$ cat src/rtl/vga_timing_pkg.sv
// Timing presets and helpers shared by the VGA raster generator and its axis counters.
package vga_timing_pkg;

  typedef struct packed {
    int act;
    int fp;
    int sync;
    int bp;
  } axis_timing_t;

  // Industry-standard 60 Hz modes; POL 1 = positive-going sync pulse.
  localparam axis_timing_t VGA640_H  = '{act: 640,  fp: 16, sync: 96,  bp: 48};
  localparam axis_timing_t VGA640_V  = '{act: 480,  fp: 10, sync: 2,   bp: 33};
  localparam bit           VGA640_HS_POL = 1'b0;
  localparam bit           VGA640_VS_POL = 1'b0;

  localparam axis_timing_t SVGA800_H = '{act: 800,  fp: 40, sync: 128, bp: 88};
  localparam axis_timing_t SVGA800_V = '{act: 600,  fp: 1,  sync: 4,   bp: 23};
  localparam bit           SVGA800_HS_POL = 1'b1;
  localparam bit           SVGA800_VS_POL = 1'b1;

  localparam axis_timing_t SXGA_H    = '{act: 1280, fp: 48, sync: 112, bp: 248};
  localparam axis_timing_t SXGA_V    = '{act: 1024, fp: 1,  sync: 3,   bp: 38};
  localparam bit           SXGA_HS_POL = 1'b1;
  localparam bit           SXGA_VS_POL = 1'b1;

  function automatic int total(input int act, input int fp, input int sync, input int bp);
    return act + fp + sync + bp;
  endfunction

endpackage

$ cat src/rtl/vga_axis_counter.sv
// One raster axis: a position counter with terminal-count, first, active and sync decodes.
module vga_axis_counter
  import vga_timing_pkg::*;
#(
  parameter int N_ACT  = 1280,
  parameter int N_FP   = 48,
  parameter int N_SYNC = 112,
  parameter int N_BP   = 248,
  parameter bit POL    = 1'b1,
  parameter int CW     = 11
) (
  input  logic          clk,
  input  logic          rst,
  input  logic          adv,
  output logic [CW-1:0] cnt,
  output logic          first,
  output logic          wrap,
  output logic          active,
  output logic          sync
);

  localparam int            N_TOTAL  = total(N_ACT, N_FP, N_SYNC, N_BP);
  localparam logic [CW-1:0] LAST     = CW'(N_TOTAL - 1);
  localparam logic [CW-1:0] ACT_END  = CW'(N_ACT);
  localparam logic [CW-1:0] SYNC_BEG = CW'(N_ACT + N_FP);
  localparam logic [CW-1:0] SYNC_END = CW'(N_ACT + N_FP + N_SYNC);

  logic [CW-1:0] cnt_d;
  logic [CW-1:0] cnt_q;
  logic          in_sync_s;

  // Next position: hold unless advancing, wrap after the last position.
  always_comb begin
    cnt_d = cnt_q;
    if (adv) begin
      if (cnt_q == LAST) begin
        cnt_d = '0;
      end else begin
        cnt_d = cnt_q + CW'(1);
      end
    end else begin
      cnt_d = cnt_q;
    end
  end

  // Position register.
  always_ff @(posedge clk) begin
    if (rst) begin
      cnt_q <= '0;
    end else begin
      cnt_q <= cnt_d;
    end
  end

  assign in_sync_s = (cnt_q >= SYNC_BEG) && (cnt_q < SYNC_END);

  assign cnt    = cnt_q;
  assign first  = (cnt_q == '0);
  assign wrap   = (cnt_q == LAST);
  assign active = (cnt_q < ACT_END);
  assign sync   = POL ? in_sync_s : ~in_sync_s;

endmodule

$ cat src/rtl/vga_timing_gen.sv
// Parametrised VGA/SVGA raster timing generator with pixel clock-enable,
// display enable and line/frame strobes; all outputs registered and mutually aligned.
module vga_timing_gen
  import vga_timing_pkg::*;
#(
  parameter int CW     = 11,
  parameter int H_ACT  = SXGA_H.act,
  parameter int H_FP   = SXGA_H.fp,
  parameter int H_SYNC = SXGA_H.sync,
  parameter int H_BP   = SXGA_H.bp,
  parameter int V_ACT  = SXGA_V.act,
  parameter int V_FP   = SXGA_V.fp,
  parameter int V_SYNC = SXGA_V.sync,
  parameter int V_BP   = SXGA_V.bp,
  parameter bit HS_POL = SXGA_HS_POL,
  parameter bit VS_POL = SXGA_VS_POL
) (
  input  logic          clk,
  input  logic          rst,
  input  logic          ce,
  output logic          vga_h_sync,
  output logic          vga_v_sync,
  output logic          disp_en,
  output logic [CW-1:0] pixel_x,
  output logic [CW-1:0] pixel_y,
  output logic          line_start,
  output logic          frame_start
);

  localparam int H_TOTAL = total(H_ACT, H_FP, H_SYNC, H_BP);
  localparam int V_TOTAL = total(V_ACT, V_FP, V_SYNC, V_BP);

  if (CW < 1 || H_ACT < 1 || H_FP < 1 || H_SYNC < 1 || H_BP < 1 ||
      V_ACT < 1 || V_FP < 1 || V_SYNC < 1 || V_BP < 1) begin : g_bad_param
    $error("vga_timing_gen: every width and timing parameter must be at least 1");
  end
  if (H_TOTAL > (2 ** CW)) begin : g_h_overflow
    $error("vga_timing_gen: H_TOTAL does not fit in CW bits");
  end
  if (V_TOTAL > (2 ** CW)) begin : g_v_overflow
    $error("vga_timing_gen: V_TOTAL does not fit in CW bits");
  end

  logic [CW-1:0] h_cnt_s;
  logic [CW-1:0] v_cnt_s;
  logic          h_first_s;
  logic          v_first_s;
  logic          h_wrap_s;
  logic          v_wrap_s;
  logic          h_act_s;
  logic          v_act_s;
  logic          h_sync_s;
  logic          v_sync_s;
  logic          v_adv_s;
  logic          unused_s;

  assign v_adv_s  = ce & h_wrap_s;
  // The vertical terminal count has no consumer; the frame restarts on its own wrap.
  assign unused_s = v_wrap_s;

  vga_axis_counter #(
    .N_ACT (H_ACT),
    .N_FP  (H_FP),
    .N_SYNC(H_SYNC),
    .N_BP  (H_BP),
    .POL   (HS_POL),
    .CW    (CW)
  ) u_h_axis (
    .clk   (clk),
    .rst   (rst),
    .adv   (ce),
    .cnt   (h_cnt_s),
    .first (h_first_s),
    .wrap  (h_wrap_s),
    .active(h_act_s),
    .sync  (h_sync_s)
  );

  vga_axis_counter #(
    .N_ACT (V_ACT),
    .N_FP  (V_FP),
    .N_SYNC(V_SYNC),
    .N_BP  (V_BP),
    .POL   (VS_POL),
    .CW    (CW)
  ) u_v_axis (
    .clk   (clk),
    .rst   (rst),
    .adv   (v_adv_s),
    .cnt   (v_cnt_s),
    .first (v_first_s),
    .wrap  (v_wrap_s),
    .active(v_act_s),
    .sync  (v_sync_s)
  );

  logic          h_sync_d,      h_sync_q;
  logic          v_sync_d,      v_sync_q;
  logic          disp_en_d,     disp_en_q;
  logic [CW-1:0] pixel_x_d,     pixel_x_q;
  logic [CW-1:0] pixel_y_d,     pixel_y_q;
  logic          line_start_d,  line_start_q;
  logic          frame_start_d, frame_start_q;

  // Output stage: load the decode of the pre-advance position on ce, else hold levels.
  always_comb begin
    h_sync_d      = h_sync_q;
    v_sync_d      = v_sync_q;
    disp_en_d     = disp_en_q;
    pixel_x_d     = pixel_x_q;
    pixel_y_d     = pixel_y_q;
    line_start_d  = 1'b0;
    frame_start_d = 1'b0;
    if (ce) begin
      h_sync_d      = h_sync_s;
      v_sync_d      = v_sync_s;
      disp_en_d     = h_act_s & v_act_s;
      pixel_x_d     = h_cnt_s;
      pixel_y_d     = v_cnt_s;
      line_start_d  = h_first_s;
      frame_start_d = h_first_s & v_first_s;
    end else begin
      line_start_d  = 1'b0;
      frame_start_d = 1'b0;
    end
  end

  // Output registers; reset parks the syncs at their idle level.
  always_ff @(posedge clk) begin
    if (rst) begin
      h_sync_q      <= ~HS_POL;
      v_sync_q      <= ~VS_POL;
      disp_en_q     <= 1'b0;
      pixel_x_q     <= '0;
      pixel_y_q     <= '0;
      line_start_q  <= 1'b0;
      frame_start_q <= 1'b0;
    end else begin
      h_sync_q      <= h_sync_d;
      v_sync_q      <= v_sync_d;
      disp_en_q     <= disp_en_d;
      pixel_x_q     <= pixel_x_d;
      pixel_y_q     <= pixel_y_d;
      line_start_q  <= line_start_d;
      frame_start_q <= frame_start_d;
    end
  end

  assign vga_h_sync  = h_sync_q;
  assign vga_v_sync  = v_sync_q;
  assign disp_en     = disp_en_q;
  assign pixel_x     = pixel_x_q;
  assign pixel_y     = pixel_y_q;
  assign line_start  = line_start_q;
  assign frame_start = frame_start_q;

endmodule
$ cat config.mk
export PLATFORM = sky130hd
export DESIGN_NAME = vga_timing_gen
export DESIGN_NICKNAME = d
export VERILOG_FILES = /design/src/rtl/vga_timing_pkg.sv /design/src/rtl/vga_axis_counter.sv /design/src/rtl/vga_timing_gen.sv
export SDC_FILE = /design/constraint.sdc
export NUM_CORES = 1
export LEC_CHECK = 0
export CAP_MARGIN = 40
export CORE_MARGIN = 1.5
export CORE_UTILIZATION = 49
export DETAILED_ROUTE_END_ITERATION = 6
export GPL_TIMING_DRIVEN = 0
export PLACE_DENSITY_LB_ADDON = 0.05
export SLEW_MARGIN = 5
export SYNTH_ARGS = -nofsm -noshare
export SYNTH_HDL_FRONTEND = slang
export SYNTH_SLANG_ARGS = --single-unit
$ cat constraint.sdc
create_clock -name clk -period 1.9 [get_ports clk]
set_input_delay 0.38 -clock clk [delete_from_list [all_inputs] [get_ports clk]]
set_output_delay 0.38 -clock clk [all_outputs]
set_load 0.02 [all_outputs]
# ---- Word-level counts from Yosys, hierarchy flattened
# Index checks and enable logic that the tools add are counted.
dict set report op_classes {
  n_bitwise 4
  muxes 2
  add_sub_neg 2
  n_eq_ne 2
  reduce_logical 5
  order_cmp 6
}
# op n
set op_table {}
lappend op_table {{11-bit < comparator (second input constant)} 4}
lappend op_table {{11-bit by 1-bit adder with 11-bit output (second input constant)} 2}
lappend op_table {{11-bit equality test (second input constant)} 2}
lappend op_table {{11-bit greater-or-equal comparator (second input constant)} 2}
lappend op_table {{11-bit zero test} 2}
lappend op_table {{11-bit 2-to-1 mux} 2}
lappend op_table {{1-bit AND} 3}
lappend op_table {{1-bit logical AND} 2}
lappend op_table {{2-bit OR reduction} 1}
lappend op_table {{1-bit inverter} 1}
dict set report word_totals {
  wordCells 30
  output_inout_bits 27
  ff_bits 49
  inputBits 3
}

# ---- Depth between registers and ports, before layout
# Gate-level depths: netlist of the first run.
dict set report depth {
  word_depth 2
  ltp_mapped 6
  ltp_nobuf 6
}

# ---- Modules after synthesis
# A second synthesis of the first run with hierarchy kept.
dict set report unflattened {
  cells_unflattened 229
  hier_area_um2 2182.1
}
# module cells_each area_per_inst_um2 n_inst seq_area_each_um2
set modules_own_cells {}
lappend modules_own_cells {vga_timing_gen 88 987.2 1 540.5}
lappend modules_own_cells {{vga_axis_counter (u_v_axis)} 72 598.1 1 220.2}
lappend modules_own_cells {{vga_axis_counter (u_h_axis)} 69 596.8 1 220.2}

# ---- Least setup slack after synthesis of the first run
# Ideal clock, no wire load.
dict set report synth_timing {
  path_type {register to register}
  from {reg u_h_axis.cnt_q[0], in the netlist u_h_axis.cnt[0]}
  to {reg u_v_axis.cnt_q[10], in the netlist u_v_axis.cnt[10]}
  n_path_buf 0
  stages_incl_launch_ff 6
  slack_ns 0.179
  period_less_slack_ns 1.721
  t_arrival_ns 1.617
  required_time_ns 1.797
  setup_time_ns 0.103
  cell_sequence {dfxtp_1 -> ha_1 -> nand4_4 -> nor4_4 -> mux2i_1 -> a2111oi_2}
}
dict set report synth_via {
  elab_chain_cells 2
}
# item line_no
set synth_rtl {}
lappend synth_rtl {{start, declared} vga_axis_counter.sv:29} ;# logic [CW-1:0] cnt_q;
lappend synth_rtl {{start signal, assigned} vga_axis_counter.sv:51} ;# cnt_q <= cnt_d;
lappend synth_rtl {{11-bit equality test} vga_axis_counter.sv:59} ;# assign wrap = (cnt_q == LAST);
lappend synth_rtl {{1-bit AND} vga_timing_gen.sv:57} ;# assign v_adv_s = ce & h_wrap_s;
lappend synth_rtl {{end signal, assigned} vga_axis_counter.sv:51}
lappend synth_rtl {{end, declared} vga_axis_counter.sv:29}
# Every way passes these cells.
# A chain may end at the register's enable or synchronous reset.

==> results of run 1 <==
critical path, stage by stage:
cell and delay (ps):
clkdlybuf4s50_1 550, buf_4 230, nand4_1 250, nor4_2 370, xnor2_1 150, nor2_1 50
per-layer routing:
metal	vias to the layer above	share of wire, %
li1	932	-
met1	873	53
met2	38	42
met3	4	3.9
met4	0	0.95
met5	-	0
kinds of logic after synthesis:
kind of cell | synth area share [%]
DFF | 42.7
xor gates and xnor gates | 4.57
AOI/OAI and AO/OA | 4.36
muxes | 11.8
buffers and inverters | 6.48
and+or+nand+nor | 27.4
adders and majority gates | 2.72
where the power goes:
part           total [W]  internal [W]  switching, W  leakage [nW]
Combinational  0.0000923     0.0000356     0.0000567         0.579
Clock           0.000591      0.000256      0.000336        0.0450
Sequential       0.00104       0.00103    0.00000759         0.397
Total            0.00173       0.00133      0.000400          1.02
worst paths after layout:
| kind | slack, ps | to |
|---|---|---|
| worst min register to register | 460 | vga_v_sync$_SDFFE_PP0P_ |
| worst min-delay path | 460 | vga_v_sync$_SDFFE_PP0P_ |
| worst max register to register | 130 | u_v_axis.cnt[6]$_SDFFE_PP0P_ |
| worst max-delay path | 110 | u_h_axis.cnt[9]$_SDFFE_PP0P_ |
state kept, by name, summed over array words and instances, names as in the netlist:
name and cells:
disp_en 1, line_start 1, u_v_axis.cnt 11, vga_v_sync 1, frame_start 1, u_h_axis.cnt 11
vga_h_sync 1, pixel_y 11, pixel_x 11
cell type report:
cell class                 instances  area (um2)  share of cell area (%)
tap                               52        65.1                    2.35
multi-input combinational        170        1190                    42.9
sequential                        49         983                    35.5
timing repair buffer              30         295                    10.7
inverter                           8        30.0                    1.09
buffer                            19         123                    4.43
clock buffer                       6        72.6                    2.62
clock inverter                     2        10.0                   0.362
through the flow:
step	utilization, %	cell area [um2]
floorplan	-	2300
global placement	59.5	2640
detailed placement	59.5	2640
CTS	61.7	2740
finish	62.2	2770
global route	62.2	2770
layout by cell type (no fill, tap or decap), types with 2 or more instances in the layout:
| cell | n |
|---|---|
| nand4_1 | 8 |
| clkbuf_8 | 5 |
| buf_6 | 2 |
| nand4bb_1 | 2 |
| nand3_1 | 10 |
| nor4_1 | 4 |
| and2_1 | 2 |
| nor3_1 | 7 |
| and4_1 | 5 |
| clkdlybuf4s50_1 | 28 |
| xor2_1 | 5 |
| ha_1 | 4 |
| nand2_1 | 14 |
| dfxtp_2 | 2 |
| clkbuf_1 | 10 |
| nor4_4 | 2 |
| dfxtp_1 | 47 |
| buf_2 | 3 |
| nor2_1 | 41 |
| clkinv_2 | 2 |
| mux2i_1 | 27 |
| inv_1 | 8 |
| nor4b_1 | 2 |
| xnor2_1 | 7 |
| buf_4 | 4 |
| a21oi_1 | 10 |
| o21ai_0 | 3 |
timing repair:
item | CTS | global route
resized for setup | 1 | 8
pin swaps | 1 | 2
setup endpoints to repair | 8 | 8
setup buffers | 2 | 0
hold endpoints to repair | 0 | 0
==> flow_metrics.env, run 1 <==
export IMPL_h_tree_depth=2
export IMPL_area_delta_synth_final_pct=20.4
export IMPL_cts_root_buf="clkbuf_8"
export IMPL_die_area_um2=5110
export IMPL_dr_first_iter_drc_count=128
export IMPL_holdPathStages=2
export IMPL_dp_slack_ps=-344
export IMPL_slew_violations=0
export IMPL_maxCapViolations=0
export IMPL_die_h_um=71.5
export IMPL_hold_viol_final=0
export IMPL_nNetsFinal=291
export IMPL_critPathArrivalTime_ps=1980
export IMPL_clock_sinks=49
export IMPL_path_max_fanout=10
export IMPL_synthFlopType="dfxtp_1"
export IMPL_clk_pin_slew_ps=80
export IMPL_timing_hold_ws_ps=461
export IMPL_cp_required_ps=2090
export IMPL_netlist_instances=246
export IMPL_worst_slew_pin_slew_ps=531
export IMPL_dp_hpwl_um=3370
export IMPL_max_freq_mhz=559
export IMPL_synth_most_common_cell="dfxtp_1"
export IMPL_worst_setup_path_start_kind="input pin"
export IMPL_die_x_um=71.5
export IMPL_violations="design-rule violations"
export IMPL_synth_distinct_cells=41
export IMPL_setup_viol=0
export IMPL_finalCriticalPeriod_ps=1790
export IMPL_top_usage_layer="met1"
export IMPL_syn_nets=254
export IMPL_clock_latency_ps=300
export IMPL_p_leak_nw=1.02
export IMPL_synth_area_top_cells="dfxtp_1 43%, mux2i_1 12%, nor2_1 6.7%"
export IMPL_grt_pass1_vias=1560
export IMPL_placed_cells=326
export IMPL_synth_top_area_share_pct=42.7
export IMPL_async_flop_share_pct=0
export IMPL_tritoncts="built"
export IMPL_maxSlewHeadroom_pct=64.6
export IMPL_rows=24
export IMPL_vias=1847
export IMPL_yosysSeqAreaShare_pct=42.7
export IMPL_final_cells=336
export IMPL_status="finished, violations left"
export IMPL_routed_via_density=5.50
export IMPL_first_pass_iters=6
export IMPL_grt_first_pass_wirelength_um=7830
export IMPL_setup_tns_ps=0
export IMPL_gr_usage_met2_pct=28.3
export IMPL_finalCritPeriodShare_pct=94.2
export IMPL_cts_path_max_buffers=2
export IMPL_synth_avg_cell_area_um2=9.34
export IMPL_grt_max_degree=15
export IMPL_remaining_drc_errors=3
export IMPL_hp_start="vga_v_sync$_SDFFE_PP0P_"
export IMPL_power_w=0.00173
export IMPL_diodes=0
export IMPL_ir_worst_vdd_mv=0.439
export IMPL_final_setup_worst_slack_ps=111
export IMPL_avgRoutedWirePerCell_um=14.4
export IMPL_use_met3_pct=4.22
export IMPL_filler_cell_count=407
export IMPL_netlist_area_um2=2300
export IMPL_synth_top_cell_by_area="dfxtp_1"
export IMPL_grt_overflow=0
export IMPL_antenna_found_initial=0
export IMPL_startpoint="ce"
export IMPL_ant_nets=0
export IMPL_critical_path_class="in -> reg"
export IMPL_io_buffers=28
export IMPL_start_util_pct=51.7
export IMPL_grt_usage_pct=19.9
export IMPL_io_pin_count=30
export IMPL_cts_hold_buffers_added=0
export IMPL_met1_usage_pct=30.0
export IMPL_min_path_type="reg -> reg"
export IMPL_r2r_cells=6
export IMPL_synth_commonest_cells="49 x dfxtp_1, 41 x nor2_1, 27 x mux2i_1, 14 x nand2_1"
export IMPL_numCtsBuffers=5
export IMPL_layout_drive_gt1_share_pct=11.6
export IMPL_ys_warn_count=0
export IMPL_critPathCaptureType="flip-flop"
export IMPL_core_um2=4440
export IMPL_drt_wl_total_um=4820
export IMPL_finClkSkew_ps=6.22
export IMPL_power_density_nw_per_um2=624
export IMPL_place_congestion=0.849
export IMPL_synth_edf_count=0
export IMPL_r2r_start="u_h_axis.cnt[0]$_SDFFE_PP0P_"
export IMPL_synth_seq_cells=49
Note: power is estimated with default switching activity, not from simulation.
==> run 2, diff against run 1 <==
- ABC_AREA: not set -> 0
- CORE_UTILIZATION: 49 -> 48
- SYNTH_HIERARCHICAL: not set -> 1
==> run 2 against run 1 <==
Compared with the run above:
- first-iteration DRC count decreased by 50%
- wire length is 10% lower
- power is 1.1% higher
- the run ends with negative setup slack left
- largest cell class unchanged
- area after synthesis shrank 5.2%
- non-clock buffer count down 2
- setup slack worse by 330 ps
- sequential power barely moved
- critical path depth up 1
- clock-buffer cell count up 2
- clock skew down 1.1 ps
- clock power shrank 3%
==> flow_metrics.env, run 2 <==
export IMPL_p_leak_nw=1.07
export IMPL_cp_num_buf_inv=0
export IMPL_ys_warn_count=6
export IMPL_violations="negative setup slack"
export IMPL_nNetsFinal=277
export IMPL_drt_wl_total_um=4340
export IMPL_min_path_type="in -> reg"
export IMPL_rows=24
export IMPL_setup_viol=6
export IMPL_core_um2=4350
export IMPL_worst_setup_path_start_kind="flip-flop"
export IMPL_slew_violations=0
export IMPL_grt_overflow=0
export IMPL_netlist_area_um2=2180
export IMPL_cts_root_buf="clkbuf_8"
export IMPL_syn_nets=236
export IMPL_dr_first_iter_drc_count=64
export IMPL_vias=1689
export IMPL_placed_cells=308
export IMPL_final_cells=322
export IMPL_clock_latency_ps=290
export IMPL_seqPwrFrac_pct=60.0
export IMPL_numCtsBuffers=5
export IMPL_area_delta_synth_final_pct=25.7
export IMPL_finalCritPeriodShare_pct=111
export IMPL_grt_max_degree=14
export IMPL_finalCriticalPeriod_ps=2120
export IMPL_avgRoutedWirePerCell_um=13.5
export IMPL_synth_avg_cell_area_um2=9.55
export IMPL_remaining_drc_errors=0
export IMPL_path_max_fanout=4
export IMPL_switchingPower_w=0.000388
export IMPL_critPathArrivalTime_ps=2310
export IMPL_diodes=0
export IMPL_max_stage_delay_ps=560
export IMPL_io_pin_count=30
export IMPL_cp_depth=7
export IMPL_clock_sinks=49
export IMPL_cp_slowest_cell="or4_4"
export IMPL_start_util_pct=50.0
export IMPL_dp_hpwl_um=2950
export IMPL_tritoncts="built"
export IMPL_clkPwrFrac_pct=33.0
export IMPL_die_h_um=70.4
export IMPL_dp_slack_ps=-395
export IMPL_critical_path_class="reg -> reg"
export IMPL_worst_slew_pin_slew_ps=306
export IMPL_clk_pin_slew_ps=80
export IMPL_crit_chain="or4_4 -> nor3_4 -> and2_4 -> nand4_1 -> nor4_2 -> xnor2_1 -> nor2_1"
export IMPL_holdPathStages=3
export IMPL_place_congestion=0.745
export IMPL_switching_share_pct=22.2
export IMPL_cp_required_ps=2090
export IMPL_status="finished, violations left"
export IMPL_cts_hold_buffers_added=0
export IMPL_die_area_um2=4950
export IMPL_ant_nets=0
export IMPL_maxSlewHeadroom_pct=79.4
export IMPL_grt_pass1_vias=1569
export IMPL_p_int_w=0.00136
export IMPL_ir_worst_vdd_mv=0.342
export IMPL_power_w=0.00174
export IMPL_antenna_found_initial=0
export IMPL_final_cell_mix="44 x dfxtp_1, 43 x nor2_1, 28 x clkdlybuf4s50_1"
export IMPL_grt_usage_pct=18.8
export IMPL_max_freq_mhz=473
export IMPL_first_pass_iters=5
export IMPL_hold_viol_final=0
export IMPL_combPwrFrac_pct=7.0
export IMPL_layout_drive_gt1_share_pct=16.3
export IMPL_cts_path_max_buffers=2
export IMPL_die_x_um=70.4
export IMPL_final_setup_worst_slack_ps=-216
export IMPL_r2r_cells=7
export IMPL_power_density_nw_per_um2=637
export IMPL_io_buffers=28
export IMPL_finClkSkew_ps=5.16
export IMPL_maxCapViolations=0
export IMPL_routed_via_density=5.25
export IMPL_crit_family="simple AND/OR/NAND/NOR gates"
export IMPL_netlist_instances=228
export IMPL_grt_first_pass_wirelength_um=7490
export IMPL_grt_setup_unrepaired="true"
export IMPL_critPathCaptureType="flip-flop"
export IMPL_layout_commonest_cell="dfxtp_1"
export IMPL_h_tree_depth=2
==> run 2: cell types whose count changed in the layout (fill, tap and decap cells not counted), sizes merged, moves of 4 or more <==
cell	change
nand3	-6
and4	-5
nor4	-4
buf	+8
clkbuf	-7
nand2	-6
or3	+4
or4	+5
==> run 2: area by class of cell <==
type	count	area, um2
well taps	52	65.1
plain buffers	12	101
multi-input cells	155	1120
inverters	11	41.3
clock buffers	8	80.1
fillers	389	1620
repair buffers	35	337
flip-flops and latches	49	990
==> run 2: worst reg2reg max path: stages (launching register included) <==
cell,delay [ps]
dfxtp_4,350
or4_4,560
nor3_4,130
and2_4,170
nand4_1,210
nor4_2,400
xnor2_1,160
nor2_1,60
==> run 2: metal layers <==
layer  global-route usage, %  up-vias  wire (um)
li1                        -      868          -
met1                    27.2      770       2230
met2                    27.6       46       1840
met3                    4.33        5        228
met4                    5.77        0         40
met5                       0        -          0
==> run 2: what timing repair did <==
item	in CTS	in global routing
setup buffers	5	2
setup endpoints to repair	6	18
pin swaps	10	7
resized for setup	15	5
==> run 2: final timing paths <==
path,start,end,slack [ps]
setup / recovery,u_h_axis/cnt[6]$_SDFFE_PP0P_,u_v_axis/cnt[10]$_SDFFE_PP0P_,-220
hold / removal,ce,pixel_x[5]$_SDFFE_PP0P_,440
setup reg to reg,u_h_axis/cnt[6]$_SDFFE_PP0P_,u_v_axis/cnt[10]$_SDFFE_PP0P_,-220
hold reg to reg,disp_en$_SDFFE_PP0P_,disp_en$_SDFFE_PP0P_,500
==> run 2: through the flow <==
step | setup TNS (ps) | hold WS, ps | util (%) | instance area (um2)
after floorplan | -463 | 452 | - | 2190
after global placement | -1590 | 471 | 58.1 | 2530
after detailed placement | -1670 | 478 | 58.1 | 2530
after CTS | -788 | 438 | 62.1 | 2700
after global routing | -1480 | 455 | 62.9 | 2740
final | -905 | 438 | 62.9 | 2740
==> run 2: power by group through the flow <==
| stage | Combinational (W) | Sequential (W) | Clock [W] |
|---|---|---|---|
| 5_1_grt | 0.000134 | 0.00105 | 0.000639 |
| 4_1_cts | 0.000122 | 0.00105 | 0.000596 |
| 3_5_place_dp | 0.000122 | 0.00107 | 0 |
| 2_1_floorplan | 0.0000804 | 0.00108 | 0 |
| 6_report | 0.000122 | 0.00105 | 0.000575 |
| 3_3_place_gp | 0.000121 | 0.00107 | 0 |
==> run 3, diff against run 2 <==
- CORE_UTILIZATION: 48 -> 49
- SYNTH_HIERARCHICAL: 1 -> not set
==> results of run 3 <==
No change in the layout: final DEF, timing and power equal those of run 1.
==> variant: new RTL, config.mk and constraints of run 2 <==
`CW` is set to 11 in 2 places; all go to 12.
--- a/src/rtl/vga_axis_counter.sv
+++ b/src/rtl/vga_axis_counter.sv
@@ -8,5 +8,5 @@
   parameter int N_BP   = 248,
   parameter bit POL    = 1'b1,
-  parameter int CW     = 11
+  parameter int CW     = 12
 ) (
   input  logic          clk,
--- a/src/rtl/vga_timing_gen.sv
+++ b/src/rtl/vga_timing_gen.sv
@@ -4,5 +4,5 @@
   import vga_timing_pkg::*;
 #(
-  parameter int CW     = 11,
+  parameter int CW     = 12,
   parameter int H_ACT  = SXGA_H.act,
   parameter int H_FP   = SXGA_H.fp,
Ports: changed (resized pixel_x and pixel_y); port bits go from 30 to 32. No check against the original RTL was run, so the function may have changed too.
==> variant against run 2 <==
- final area increased by 13%
- synthesized area is 13% higher
- maximum frequency grew 6.7%
- count of clock-buffer cells in the layout down 1
- non-clock buffer count is 6 higher
- largest power group unchanged
- the flow still finishes with violations (setup timing)
- synthesized cell count up 8.8%
- wire length up 10%
- sequential power rose by 8%
- setup slack improved by 0.13 ns
- sequential cell count rose by 4
- clock power is 38% higher
- power increased by 18%
- worst hold slack got worse by 0.094 ns
==> variant: results (changes against run 2) <==
| Metric | Value |
|---|---|
| Status | `finished with violations` |
| Failing checks | `setup timing` |
| Worst hold slack | `0.3444 ns (-0.09374 ns)` |
| Slew Limit Headroom | `66.24% (-13 points)` |
| Met3 WL post-DR | `199 um (-13%)` |
| Met2 GRT Util | `28.47% (+0.90 points)` |
| DR WL met2 | `2058 um (+12%)` |
| # diodes | `0 (unchanged)` |
| Initial DRC count | `140 (+120%)` |
| Clk tree area frac | `3.750% (+0.82 points)` |
| Wirelength per Cell | `13.29 um (-1.3%)` |
| DR top layer | `met4` |
| Gate Count Post-Synth | `248 (+8.8%)` |
| Inverters excl. clock | `5 (-6)` |
| Max IR drop VDD | `0.4091 mV (+19%)` |
| Design internal power | `1.616 mW (+19%)` |
| Fraction of area in multi-input gates | `40.89% (-0.15 points)` |
| Metal-1 WL | `2468 um (+11%)` |
| Met3 Track Usage GR | `4.284% (-0.045 points)` |
| Global-route wire length before repair | `8266 um (+10%)` |
| Routability cong. | `0.8094 (+8.6%)` |
| Hold Path End | `u_h_axis/cnt[0]$_SDFFE_PP0P_` |
| DRT Pass-1 Iters | `4 (-1)` |
| Hold_sp | `ce` |
| Clkbuf count | `7 (-1)` |
| Layout cell share with drive strength beyond 1 | `21.84% (+5.5 points)` |
| Vias per Instance | `5.153 (-1.8%)` |
| Syn_nets | `257 (+8.9%)` |
| Sequential power | `1.13 mW (+8%)` |
| Clock power frac | `38.5% (+5.5 points)` |
| Fill cells | `434 (+12%)` |
| Final setup fails | `9 (+3)` |
| Comb_multi_in | `174 (+12%)` |
| HPWL after DPL | `3307 um (+12%)` |
| Met1 usage | `28.74% (+1.5 points)` |
| Maximum fanout along the worst path | `5 (+1)` |
| Fin worst setup slack | `-0.08321 ns (+0.1328 ns)` |
| Non-clk bufs | `53 (+13%)` |
| Input/output buffers | `30 (+7.1%)` |
| Vias | `1855 (+9.8%)` |
| R2r startpoint | `u_h_axis/cnt[8]$_SDFFE_PP0P_` |
| Vias in the first global route | `1710 (+9.0%)` |
| Worst r2r path cells | `8 (+1)` |
| Total Routing Usage GR | `19.58% (+0.82 points)` |
| Leak | `1.179 nW (+11%)` |
| Placed Cells | `345 (+12%)` |
| Final non-clock buffer share | `17.38% (+1.4 points)` |
| Setup Skew | `0.004044 ns (-0.001120 ns)` |
| Sequential share of cell area | `34.68% (-1.5 points)` |
| Bufs on Longest Clock Path | `2 (unchanged)` |
| R2R Path End | `u_v_axis/cnt[11]$_SDFFE_PP0P_` |
| Final nets | `301 (+8.7%)` |
## variant: cell count changes in the layout (fill, tap and decap cells not counted), moves of 4 or more
cell	run 2	this run
buf_2	7	2
inv_1	11	5
nor2_1	43	39
nor2_2	0	10
nand3_1	3	9
## variant: per-stage QoR
step	cell area [um^2]	util [%]	power, mW	worst slack, ns
after floorplan	2487	-	1.261	-0.06411
after detailed placement	2872	59.23	1.299	-0.3217
final	3103	64.00	2.060	-0.08321
after global routing	3103	64.00	2.144	-0.2082
after CTS	3094	63.82	2.086	-0.07770
after global placement	2872	59.23	1.297	-0.3313
## variant: worst max path at each step
stage | end | slack [ns] | cells after the start
6_report | u_v_axis/cnt[11]$_SDFFE_PP0P_ | -0.08 | 8
5_1_grt | u_v_axis/cnt[5]$_SDFFE_PP0P_ | -0.21 | 8
4_1_cts | u_v_axis/cnt[11]$_SDFFE_PP0P_ | -0.08 | 8
3_5_place_dp | u_v_axis/cnt[9]$_SDFFE_PP0P_ | -0.32 | 8
3_3_place_gp | u_v_axis/cnt[10]$_SDFFE_PP0P_ | -0.33 | 7
2_1_floorplan | u_v_axis/cnt[5]$_SDFFE_PP0P_ | -0.06 | 8
## variant: kinds of logic (layout without fill, tap and decap cells)
| kind of cell | after synthesis | after routing |
|---|---|---|
| muxes | 28 | 28 |
| xor gates and xnor gates | 15 | 15 |
| DFF | 53 | 53 |
| and+or+nand+nor | 105 | 105 |
| AOI/OAI and AO/OA | 20 | 20 |
| adders and majority gates | 6 | 6 |
| buffers and inverters | 21 | 66 |
## variant: worst max-delay path: stages, from the launching register on
cell      delay [ns]
dfxtp_4         0.35
or4_4           0.55
nor4_4          0.15
and2_4          0.20
and4_1          0.18
clkbuf_8        0.14
nand4_1         0.12
xor2_1          0.15
nor2_1          0.05
